===== src/rtl/fetch_sequencer_pkg.sv =====
// fetch_sequencer_pkg: shared defaults, FSM state encoding and PC-select codes for the fetch sequencer
// Holds the default address/instruction widths and the reset and trap vectors. It also holds the
// fetch FSM state encoding and the select codes that the FSM drives into the next-PC mux.
package fetch_sequencer_pkg;
    localparam int DEF_ADDR_WIDTH = 16;
    localparam int DEF_INST_WIDTH = 16;
    localparam int DEF_INST_BYTES = 2;
    localparam logic [15:0] DEF_RESET_VECTOR = 16'h0000;
    localparam logic [15:0] DEF_TRAP_VECTOR = 16'h0004;
    typedef enum logic [1:0] {
        S_BOOT  = 2'd0,
        S_FETCH = 2'd1,
        S_VALID = 2'd2,
        S_DRAIN = 2'd3
    } fetch_state_e;
    typedef enum logic [1:0] {
        PC_HOLD  = 2'd0,
        PC_INC   = 2'd1,
        PC_REDIR = 2'd2,
        PC_RESET = 2'd3
    } pc_sel_e;
endpackage


===== src/rtl/fetch_sequencer_if.sv =====
// fetch_sequencer_if: instruction-memory req/ack bus plus decode valid/ready bus
// Ports (modport master = fetch sequencer, slave = memory/decode side):
//   imem_req, imem_addr      fetch request and its address, held until imem_ack
//   imem_ack, imem_rdata     memory response strobe and the fetched word
//   inst, inst_valid         registered instruction offered to decode
//   inst_ready               decode accepts inst when inst_valid & inst_ready
interface fetch_sequencer_if
    import fetch_sequencer_pkg::*;
#(
    parameter int AW = DEF_ADDR_WIDTH,
    parameter int IW = DEF_INST_WIDTH
) ();
    logic          imem_req;
    logic [AW-1:0] imem_addr;
    logic          imem_ack;
    logic [IW-1:0] imem_rdata;
    logic [IW-1:0] inst;
    logic          inst_valid;
    logic          inst_ready;
    modport master (
        output imem_req, imem_addr, inst, inst_valid,
        input  imem_ack, imem_rdata, inst_ready
    );
    modport slave (
        input  imem_req, imem_addr, inst, inst_valid,
        output imem_ack, imem_rdata, inst_ready
    );
endinterface


===== src/rtl/fetch_sequencer_next_pc_mux.sv =====
// fetch_next_pc_mux: combinational next-PC select (hold / increment / redirect / reset) with alignment check
// Optional feature macro: FETCH_ALIGN_TRAP_EN. When it is defined, an odd redirect target becomes
// TRAP_VECTOR and raises o_fault. When it is undefined, bit 0 of the target is cleared and o_fault stays 0.
// Ports:
//   i_sel      select code from the FSM
//   i_pc_cur   current PC
//   i_target   redirect destination
//   o_pc_next  next PC value
//   o_fault    misaligned redirect taken this cycle
module fetch_next_pc_mux
    import fetch_sequencer_pkg::*;
#(
    parameter int AW = DEF_ADDR_WIDTH,
    parameter int INST_BYTES = DEF_INST_BYTES,
    parameter logic [AW-1:0] RESET_VECTOR = DEF_RESET_VECTOR,
    parameter logic [AW-1:0] TRAP_VECTOR = DEF_TRAP_VECTOR
) (
    input  pc_sel_e       i_sel,
    input  logic [AW-1:0] i_pc_cur,
    input  logic [AW-1:0] i_target,
    output logic [AW-1:0] o_pc_next,
    output logic          o_fault
);
`ifdef FETCH_ALIGN_TRAP_EN
    localparam bit TRAP_EN = 1'b1;
`else
    localparam bit TRAP_EN = 1'b0;
`endif
    logic          w_misalign;
    logic [AW-1:0] w_target;
    assign w_misalign = i_target[0];
    assign w_target = !w_misalign ? i_target : TRAP_EN ? TRAP_VECTOR : {i_target[AW-1:1], 1'b0};
    assign o_fault = TRAP_EN && i_sel == PC_REDIR && w_misalign;
    // The increment wraps modulo 2^AW by truncation.
    always_comb begin
        o_pc_next = i_sel == PC_RESET ? RESET_VECTOR :
                    i_sel == PC_INC   ? i_pc_cur + AW'(INST_BYTES) :
                    i_sel == PC_REDIR ? w_target : i_pc_cur;
    end
endmodule


===== src/rtl/fetch_sequencer.sv =====
// fetch_sequencer: PC sequencing, instruction-memory handshake and decode hand-off with redirects and stalls
// Optional feature macro: FETCH_ALIGN_TRAP_EN. It makes a misaligned redirect go to TRAP_VECTOR and pulse o_fetch_fault.
// Ports:
//   clk, rst_n          clock and asynchronous active-low reset
//   i_pc_cur            current PC read back from the external PC register
//   o_pc_next           next PC to the PC register, which loads it on every clock
//   i_redirect_valid    one-cycle branch/jump redirect request
//   i_redirect_target   redirect destination
//   o_fetch_fault       one-cycle pulse on a misaligned redirect
//   bus                 memory req/ack and decode valid/ready (master side)
module fetch_sequencer
    import fetch_sequencer_pkg::*;
#(
    parameter int INST_ADDR_WIDTH = DEF_ADDR_WIDTH,
    parameter int INST_WIDTH = DEF_INST_WIDTH,
    parameter int INST_BYTES = DEF_INST_BYTES,
    parameter logic [INST_ADDR_WIDTH-1:0] RESET_VECTOR = DEF_RESET_VECTOR,
    parameter logic [INST_ADDR_WIDTH-1:0] TRAP_VECTOR = DEF_TRAP_VECTOR
) (
    input  logic                       clk,
    input  logic                       rst_n,
    input  logic [INST_ADDR_WIDTH-1:0] i_pc_cur,
    output logic [INST_ADDR_WIDTH-1:0] o_pc_next,
    input  logic                       i_redirect_valid,
    input  logic [INST_ADDR_WIDTH-1:0] i_redirect_target,
    output logic                       o_fetch_fault,
    fetch_sequencer_if.master          bus
);
    fetch_state_e               r_state;
    fetch_state_e               w_state_nxt;
    logic [INST_WIDTH-1:0]      r_inst;
    logic [INST_ADDR_WIDTH-1:0] r_drain_addr;
    pc_sel_e                    w_sel;
    logic                       w_load_inst;
    logic                       w_load_drain;
    always_ff @(posedge clk or negedge rst_n) begin
        if (!rst_n) begin
            r_state      <= S_BOOT;
            r_inst       <= '0;
            r_drain_addr <= '0;
        end else begin
            r_state <= w_state_nxt;
            if (w_load_inst)
                r_inst <= bus.imem_rdata;
            if (w_load_drain)
                r_drain_addr <= i_pc_cur;
        end
    end
    // A redirect outranks ack and ready. An in-flight request is never abandoned: it is drained at
    // its old address while the PC already holds the redirect target.
    always_comb begin
        w_state_nxt  = r_state;
        w_sel        = PC_HOLD;
        w_load_inst  = 1'b0;
        w_load_drain = 1'b0;
        if (!rst_n)
            w_sel = PC_RESET;
        else begin
            case (r_state)
                S_BOOT: begin
                    w_sel       = PC_RESET;
                    w_state_nxt = S_FETCH;
                end
                S_FETCH: begin
                    if (i_redirect_valid) begin
                        w_sel        = PC_REDIR;
                        w_state_nxt  = bus.imem_ack ? S_FETCH : S_DRAIN;
                        w_load_drain = !bus.imem_ack;
                    end else if (bus.imem_ack) begin
                        w_sel       = PC_INC;
                        w_load_inst = 1'b1;
                        w_state_nxt = S_VALID;
                    end
                end
                S_VALID: begin
                    if (i_redirect_valid) begin
                        w_sel       = PC_REDIR;
                        w_state_nxt = S_FETCH;
                    end else if (bus.inst_ready)
                        w_state_nxt = S_FETCH;
                end
                S_DRAIN: begin
                    if (i_redirect_valid)
                        w_sel = PC_REDIR;
                    if (bus.imem_ack)
                        w_state_nxt = S_FETCH;
                end
                default: w_state_nxt = S_BOOT;
            endcase
        end
    end
    fetch_next_pc_mux #(
        .AW(INST_ADDR_WIDTH),
        .INST_BYTES(INST_BYTES),
        .RESET_VECTOR(RESET_VECTOR),
        .TRAP_VECTOR(TRAP_VECTOR)
    ) u_next_pc (
        .i_sel(w_sel),
        .i_pc_cur(i_pc_cur),
        .i_target(i_redirect_target),
        .o_pc_next(o_pc_next),
        .o_fault(o_fetch_fault)
    );
    assign bus.imem_req   = r_state == S_FETCH || r_state == S_DRAIN;
    assign bus.imem_addr  = r_state == S_DRAIN ? r_drain_addr : i_pc_cur;
    assign bus.inst       = r_inst;
    assign bus.inst_valid = r_state == S_VALID;
endmodule


===== src/flat_wrapper.sv =====
// flat-port wrapper written by rule: the top's interface ports become plain ports
module fetch_sequencer_flat import fetch_sequencer_pkg::*;
#(
    parameter int INST_ADDR_WIDTH = DEF_ADDR_WIDTH,
    parameter int INST_WIDTH = DEF_INST_WIDTH,
    parameter int INST_BYTES = DEF_INST_BYTES,
    parameter logic [INST_ADDR_WIDTH-1:0] RESET_VECTOR = DEF_RESET_VECTOR,
    parameter logic [INST_ADDR_WIDTH-1:0] TRAP_VECTOR = DEF_TRAP_VECTOR
)
  (clk, rst_n, i_pc_cur, o_pc_next, i_redirect_valid, i_redirect_target, o_fetch_fault, bus_imem_req, bus_imem_addr, bus_inst, bus_inst_valid, bus_imem_ack, bus_imem_rdata, bus_inst_ready);
  fetch_sequencer_if #(.AW(16), .IW(16)) bus_i ();
  input  logic clk;
  input  logic rst_n;
  input  logic [INST_ADDR_WIDTH-1:0] i_pc_cur;
  output logic [INST_ADDR_WIDTH-1:0] o_pc_next;
  input  logic i_redirect_valid;
  input  logic [INST_ADDR_WIDTH-1:0] i_redirect_target;
  output logic o_fetch_fault;
  output wire logic [$bits(bus_i.imem_req)-1:0] bus_imem_req;
  output wire logic [$bits(bus_i.imem_addr)-1:0] bus_imem_addr;
  output wire logic [$bits(bus_i.inst)-1:0] bus_inst;
  output wire logic [$bits(bus_i.inst_valid)-1:0] bus_inst_valid;
  input wire logic [$bits(bus_i.imem_ack)-1:0] bus_imem_ack;
  input wire logic [$bits(bus_i.imem_rdata)-1:0] bus_imem_rdata;
  input wire logic [$bits(bus_i.inst_ready)-1:0] bus_inst_ready;
  assign bus_imem_req = bus_i.imem_req;
  assign bus_imem_addr = bus_i.imem_addr;
  assign bus_inst = bus_i.inst;
  assign bus_inst_valid = bus_i.inst_valid;
  assign bus_i.imem_ack = bus_imem_ack;
  assign bus_i.imem_rdata = bus_imem_rdata;
  assign bus_i.inst_ready = bus_inst_ready;
  fetch_sequencer #(.INST_ADDR_WIDTH(INST_ADDR_WIDTH), .INST_WIDTH(INST_WIDTH), .INST_BYTES(INST_BYTES), .RESET_VECTOR(RESET_VECTOR), .TRAP_VECTOR(TRAP_VECTOR)) u_core (.clk(clk), .rst_n(rst_n), .i_pc_cur(i_pc_cur), .o_pc_next(o_pc_next), .i_redirect_valid(i_redirect_valid), .i_redirect_target(i_redirect_target), .o_fetch_fault(o_fetch_fault), .bus(bus_i));
endmodule

===== config.mk =====
export PLATFORM = sky130hd
export DESIGN_NAME = fetch_sequencer_flat
export DESIGN_NICKNAME = d
export VERILOG_FILES = /design/src/rtl/fetch_sequencer_pkg.sv /design/src/rtl/fetch_sequencer_if.sv /design/src/rtl/fetch_sequencer_next_pc_mux.sv /design/src/rtl/fetch_sequencer.sv /design/src/flat_wrapper.sv
export SDC_FILE = /design/constraint.sdc
export NUM_CORES = 1
export LEC_CHECK = 0
export BUFFER_PORTS_ARGS = -buffer_cell sky130_fd_sc_hd__buf_2
export CORE_UTILIZATION = 25
export CTS_BUF_LIST = sky130_fd_sc_hd__clkbuf_16
export CTS_CLUSTER_SIZE = 40
export DETAILED_ROUTE_END_ITERATION = 8
export SETUP_SLACK_MARGIN = 0.15
export SYNTH_ARGS = -nofsm -noshare
export SYNTH_HDL_FRONTEND = slang
export SYNTH_SLANG_ARGS = --single-unit

===== constraint.sdc =====
create_clock -name clk -period 2.35 [get_ports clk]
set_clock_uncertainty 0.05 [all_clocks]
set_input_delay 0.3525 -clock clk [delete_from_list [all_inputs] [get_ports clk]]
set_output_delay 0.3525 -clock clk [all_outputs]
set_load 0.005 [all_outputs]

# Word level (Yosys, flattened, before mapping)
# Index checks and enable logic that the tools add are counted.
# word_totals
out_inout_bits	51
regBits	34
wordCells	41
# op_classes
addsub	1
n_reduce_logical	5
n_eq_ne	9
muxes	23
# ops
cell	count
$mux 16	4
$mux 2	9
$add 16x2->16 const B	1
$eq 2x2->1 const B	4
$mux 1	8
$pmux 2 s4	1
$pmux 2 s3	1
$eq 2x1->1 const B	2
$reduce_and 4->1	1
$ne 3x2->1 const B	1
$ne 3x3->1 const B	1
$logic_not 2->1	1
$ne 2x2->1 const B	1
$reduce_or 2->1	1
$logic_not 1->1	1
$logic_or 1x1->1	1

# Longest topological paths before layout
# logic_depth
depth_word	8
mapped_depth	7
mapped_depth_nobuf	5

# Cells and area by module
# From an unflattened synthesis, not the netlist that was laid out.
# unflattened
hier_cells	189
hier_area_um2	2098.3
# by_module_without_submodules
mod	seq_area_each_um2	area_each_um2	n_inst	cells_per_inst
fetch_sequencer	850.8	1615.3	1	108
fetch_next_pc_mux	0.0	483.0	1	81

# Worst setup path before layout
# Ideal clock, no wire load.
# synth_timing
path_kind	reg-to-output
startpoint	register u_core.r_state[1]
endpoint	output o_pc_next[7]
path_buffers	1
arrival_time_ns	1.494
required_ns	1.947
slack_ns	0.453
path_stages_with_launch	6
path_cell_list	dfrtp_1 buf_6 or3b_4 nor4_4 nor2_1 a311oi_1
# synth_between
elab_chain_len	8
elab_cells_between_ends	13
classes_between	6 x eq/ne; 5 x mux; 2 x reduce/logical
# synth_lines
element	line	rtl
start: declaration	fetch_sequencer.sv:29	fetch_state_e r_state;
start signal: assignment	fetch_sequencer.sv:42	r_state <= w_state_nxt;
$eq 2x2->1	fetch_sequencer.sv:59	case (r_state)
$reduce_or 2->1 (no line)	--	
$pmux 2 s3 (*)	fetch_sequencer.sv:59	
$mux 2 (*)	fetch_sequencer.sv:56	if (!rst_n)
$eq 2x2->1	fetch_sequencer_next_pc_mux.sv:38	i_sel == PC_REDIR ? w_target : i_pc_cur;
$mux 16	fetch_sequencer_next_pc_mux.sv:38	
$mux 16	fetch_sequencer_next_pc_mux.sv:37	i_sel == PC_INC ? i_pc_cur + AW'(INST_BYTES) :
$mux 16 (*)	fetch_sequencer_next_pc_mux.sv:36	o_pc_next = i_sel == PC_RESET ? RESET_VECTOR :
end: declaration	flat_wrapper.sv:15	output logic [INST_ADDR_WIDTH-1:0] o_pc_next;
# Every way passes the cells marked *; elsewhere a longest branch is shown, timed or not.

# Worst setup path in the final report
# Ends and elaborated chain as after synthesis.

==> reports/metrics.yaml <==
logic_synthesis:
  synth_xor_area_share_pct: 4.390
  ys_types: 46
  synth-seq-cells: 34
  synth_top_family_by_area: "simple AND/OR/NAND/NOR gates"
  synth_flop_cell: "dfrtp_1"
  async_flop_share_pct: 100.0
  postSynthCellCount: 237
  ys_warn_count: 0
  synth_compound_area_share_pct: 10.38
  synth.area.mux_share_pct: 17.79
  syn-num-nets: 291
  syn_area_per_cell_um2: 9.260
  synth_area_leaders: "dfrtp_1, mux2_2, nand2_1"
  synth_edf_count: 0
  synth_top_area_share_pct: 38.77
  yosys.area_share.simple_pct: 22.92
  synthAdderAreaFrac_pct: 0.5701
  yosysSeqAreaShare_pct: 38.77
  syn-cell-area_um2: 2195
  synth_area_leader_cell: "dfrtp_1"
cells_and_area:
  fill_cells: 891
  drive_gt1_share_pct: 49.29
  num_antenna_cells: 0
  design_area_um2: 3107
  finalNonFillerCells: 458
  area_growth_syn_to_layout_pct: 41.56
  finish.utilization_pct: 37.25
  layout.nets: 406
sta:
  setup-violations-final: 0
  timing.hold.ws_ns: 0.2163
  drv_slew: 0
  timing.setup.tns_ns: 0
  max_freq_mhz: 449.6
  period_share_pct: 94.65
  setup_ws_ns: 0.1258
  fin_crit_ns: 2.224
  hold_violations: 0
  grt_setup_unrepaired: "true"
setup_path:
  slowest_stage: "or3b_4"
  cp_slowest_stage_delay_ns: 0.41
  endpoint_kind: "output port"
  startpoint_type: "flop"
  worstRegToRegCells: 5
  cp_max_fo: 2
  worst_r2r_startpoint: "u_core.r_state[1]$_DFFE_PN0P_"
  r2r_end: "u_core.r_drain_addr[14]$_DFFE_PN0P_"
  crit_required_ns: 1.95
  crit_start: "u_core.r_state[1]$_DFFE_PN0P_"
  cp_cell_sequence: "or3b_4 > nor4_4 > nor2_1 > a311oi_2 > buf_2"
  r2r_slack_ns: 0.71
  worst_ep_arrival_time_ns: 1.82
  crit_type: "flop to output port"
placed_design:
  dp_cells: 441
  dp_hpwl_um: 4805
  dp_slack_ns: 0.1333
  post_dp_cell_area_um2: 2845
  io_buffers: 101
  place_congestion: 0.7582
pwr:
  power_density_nw_per_um2: 818.9
  power.leakage_nw: 1.558
  p_total_mw: 2.544
  vdd_drop_max_v: 0.0004059
floorplan:
  rows: 33
  ios: 104
  core-area_um2: 8341
  die_w_um: 95.70
  die_h_um: 95.70
  initial_utilization_pct: 26.31
  dieArea_um2: 9158
global_route:
  grt_start_max_net_pins: 34
  antenna_found_initial: 0
  first_global_vias: 1962
  grt.busiest_layer: "met2"
  grt_overflow: 0
  grt_pass1_wl_um: 9860
  grtUsageMet3_pct: 3.949
  groute.usage.overall_pct: 14.13
  gr-usage-met2_pct: 23.81
  grt_use_met1_pct: 17.88
route:
  dr.pass1.iters: 6
  vias: 2119
  wl_um: 6362
  wl_per_cell_um: 13.89
  ant_nets: 0
  remaining_drc_errors: 0
  vias_per_cell: 4.627
  detail_route.iter0.violations: 93
clocking:
  cts.sinks: 34
  path_clk_slew_ns: 0.06
  cts_root_buffer: "clkbuf_16"
  clk_latency_ns: 0.28
  clock_path_buffers: 2
  cts-buffers-inserted: 5
  htreeDepth: 2
  cts_tree: "done"
job:
  max_cap_violations: 0
hold_path:
  worstHoldStart: "bus_imem_rdata[7]"
  worstHoldEndpoint: "u_core.bus.inst[7]$_DFFE_PN0P_"
  min_path_type: "input port to flop"
  holdPathStages: 3
outcome:
  status: "finished, final reports clean"
state kept, by name, indices dropped and copies added (netlist names):
name and flops:
u_core.r_state 2, u_core.bus.inst 16, u_core.r_drain_addr 16
synth_stat cells, drive strengths merged (3+ instances only):
cell type,n
a21oi,5
a22oi,4
mux2i,3
buf,9
inv,7
o22ai,5
mux2,32
o21ai,5
nand2,60
clkbuf,6
a211oi,3
nor2b,5
nor2,7
nor3b,3
xnor2,6
nand3,5
dfrtp,34
xor2,5
nor3,6
nor4,4
o21a,3
worst max path at each step:
stage | endpoint | slack, ns
floorplan | o_pc_next[7] | 0.45
global placement | o_pc_next[5] | 0.18
detailed placement | o_pc_next[5] | 0.13
CTS | o_pc_next[14] | 0.10
global route | o_pc_next[7] | 0.04
finish | o_pc_next[7] | 0.13
routing by layer:
layer	part of all wire, %	up-vias
li1	-	1049
met1	43	996
met2	49	69
met3	7.1	5
met4	0.68	0
met5	0	-
final cells by class:
| class | instances | area (um^2) | area share [%] |
|---|---|---|---|
| well taps | 105 | 131.4 | 4.229 |
| clock inverters | 3 | 12.51 | 0.4027 |
| clock buffers | 5 | 125.1 | 4.027 |
| repair buffers | 123 | 680.7 | 21.91 |
| multi-input cells | 181 | 1280 | 41.20 |
| inverters | 7 | 26.28 | 0.8458 |
| flip-flops and latches | 34 | 850.8 | 27.39 |
repair_timing:
item	CTS	global route
resized for setup	6	5
pin swaps	3	9
endpoints found under the hold margin	2	0
buffers inserted	3	5
hold buffers	1	0
setup endpoints to repair	11	12
cell families after synthesis:
kind of cell,after synthesis
AO/OA/AOI/OAI,33
XOR/XNOR,11
adder cells (fa/ha/maj),1
buffers and inverters,22
flip-flops,34
multiplexers,35
other,1
AND/OR/NAND/NOR,100
worst max-delay path: cells and delay by family, from the launching register on:
kind / cells / cell delay, ns
DFF: 1 / 0.39
buffers and inverters: 1 / 0.16
AOI/OAI and AO/OA: 1 / 0.22
and+or+nand+nor: 3 / 0.78
report_power, final:
| group | internal [mW] | switching [mW] | total, mW | leakage, nW |
|---|---|---|---|---|
| combinational | 0.544 | 0.426 | 0.970 | 1.07 |
| clock | 0.383 | 0.243 | 0.626 | 0.0724 |
| sequential | 0.833 | 0.115 | 0.948 | 0.414 |
| total | 1.76 | 0.784 | 2.54 | 1.56 |
cells in the final DEF (no fill, tap or decap), types with 5 or more instances in the layout:
master,n
buf_2,101
nand2_1,59
dfrtp_1,34
mux2_2,32
buf_4,19
inv_1,8
nor2_1,6
xnor2_1,6
nor2b_1,5
o22ai_1,5
nor3_1,5
xor2_1,5
a21oi_1,5
clkbuf_16,5
(Power assumes the default switching activity.)
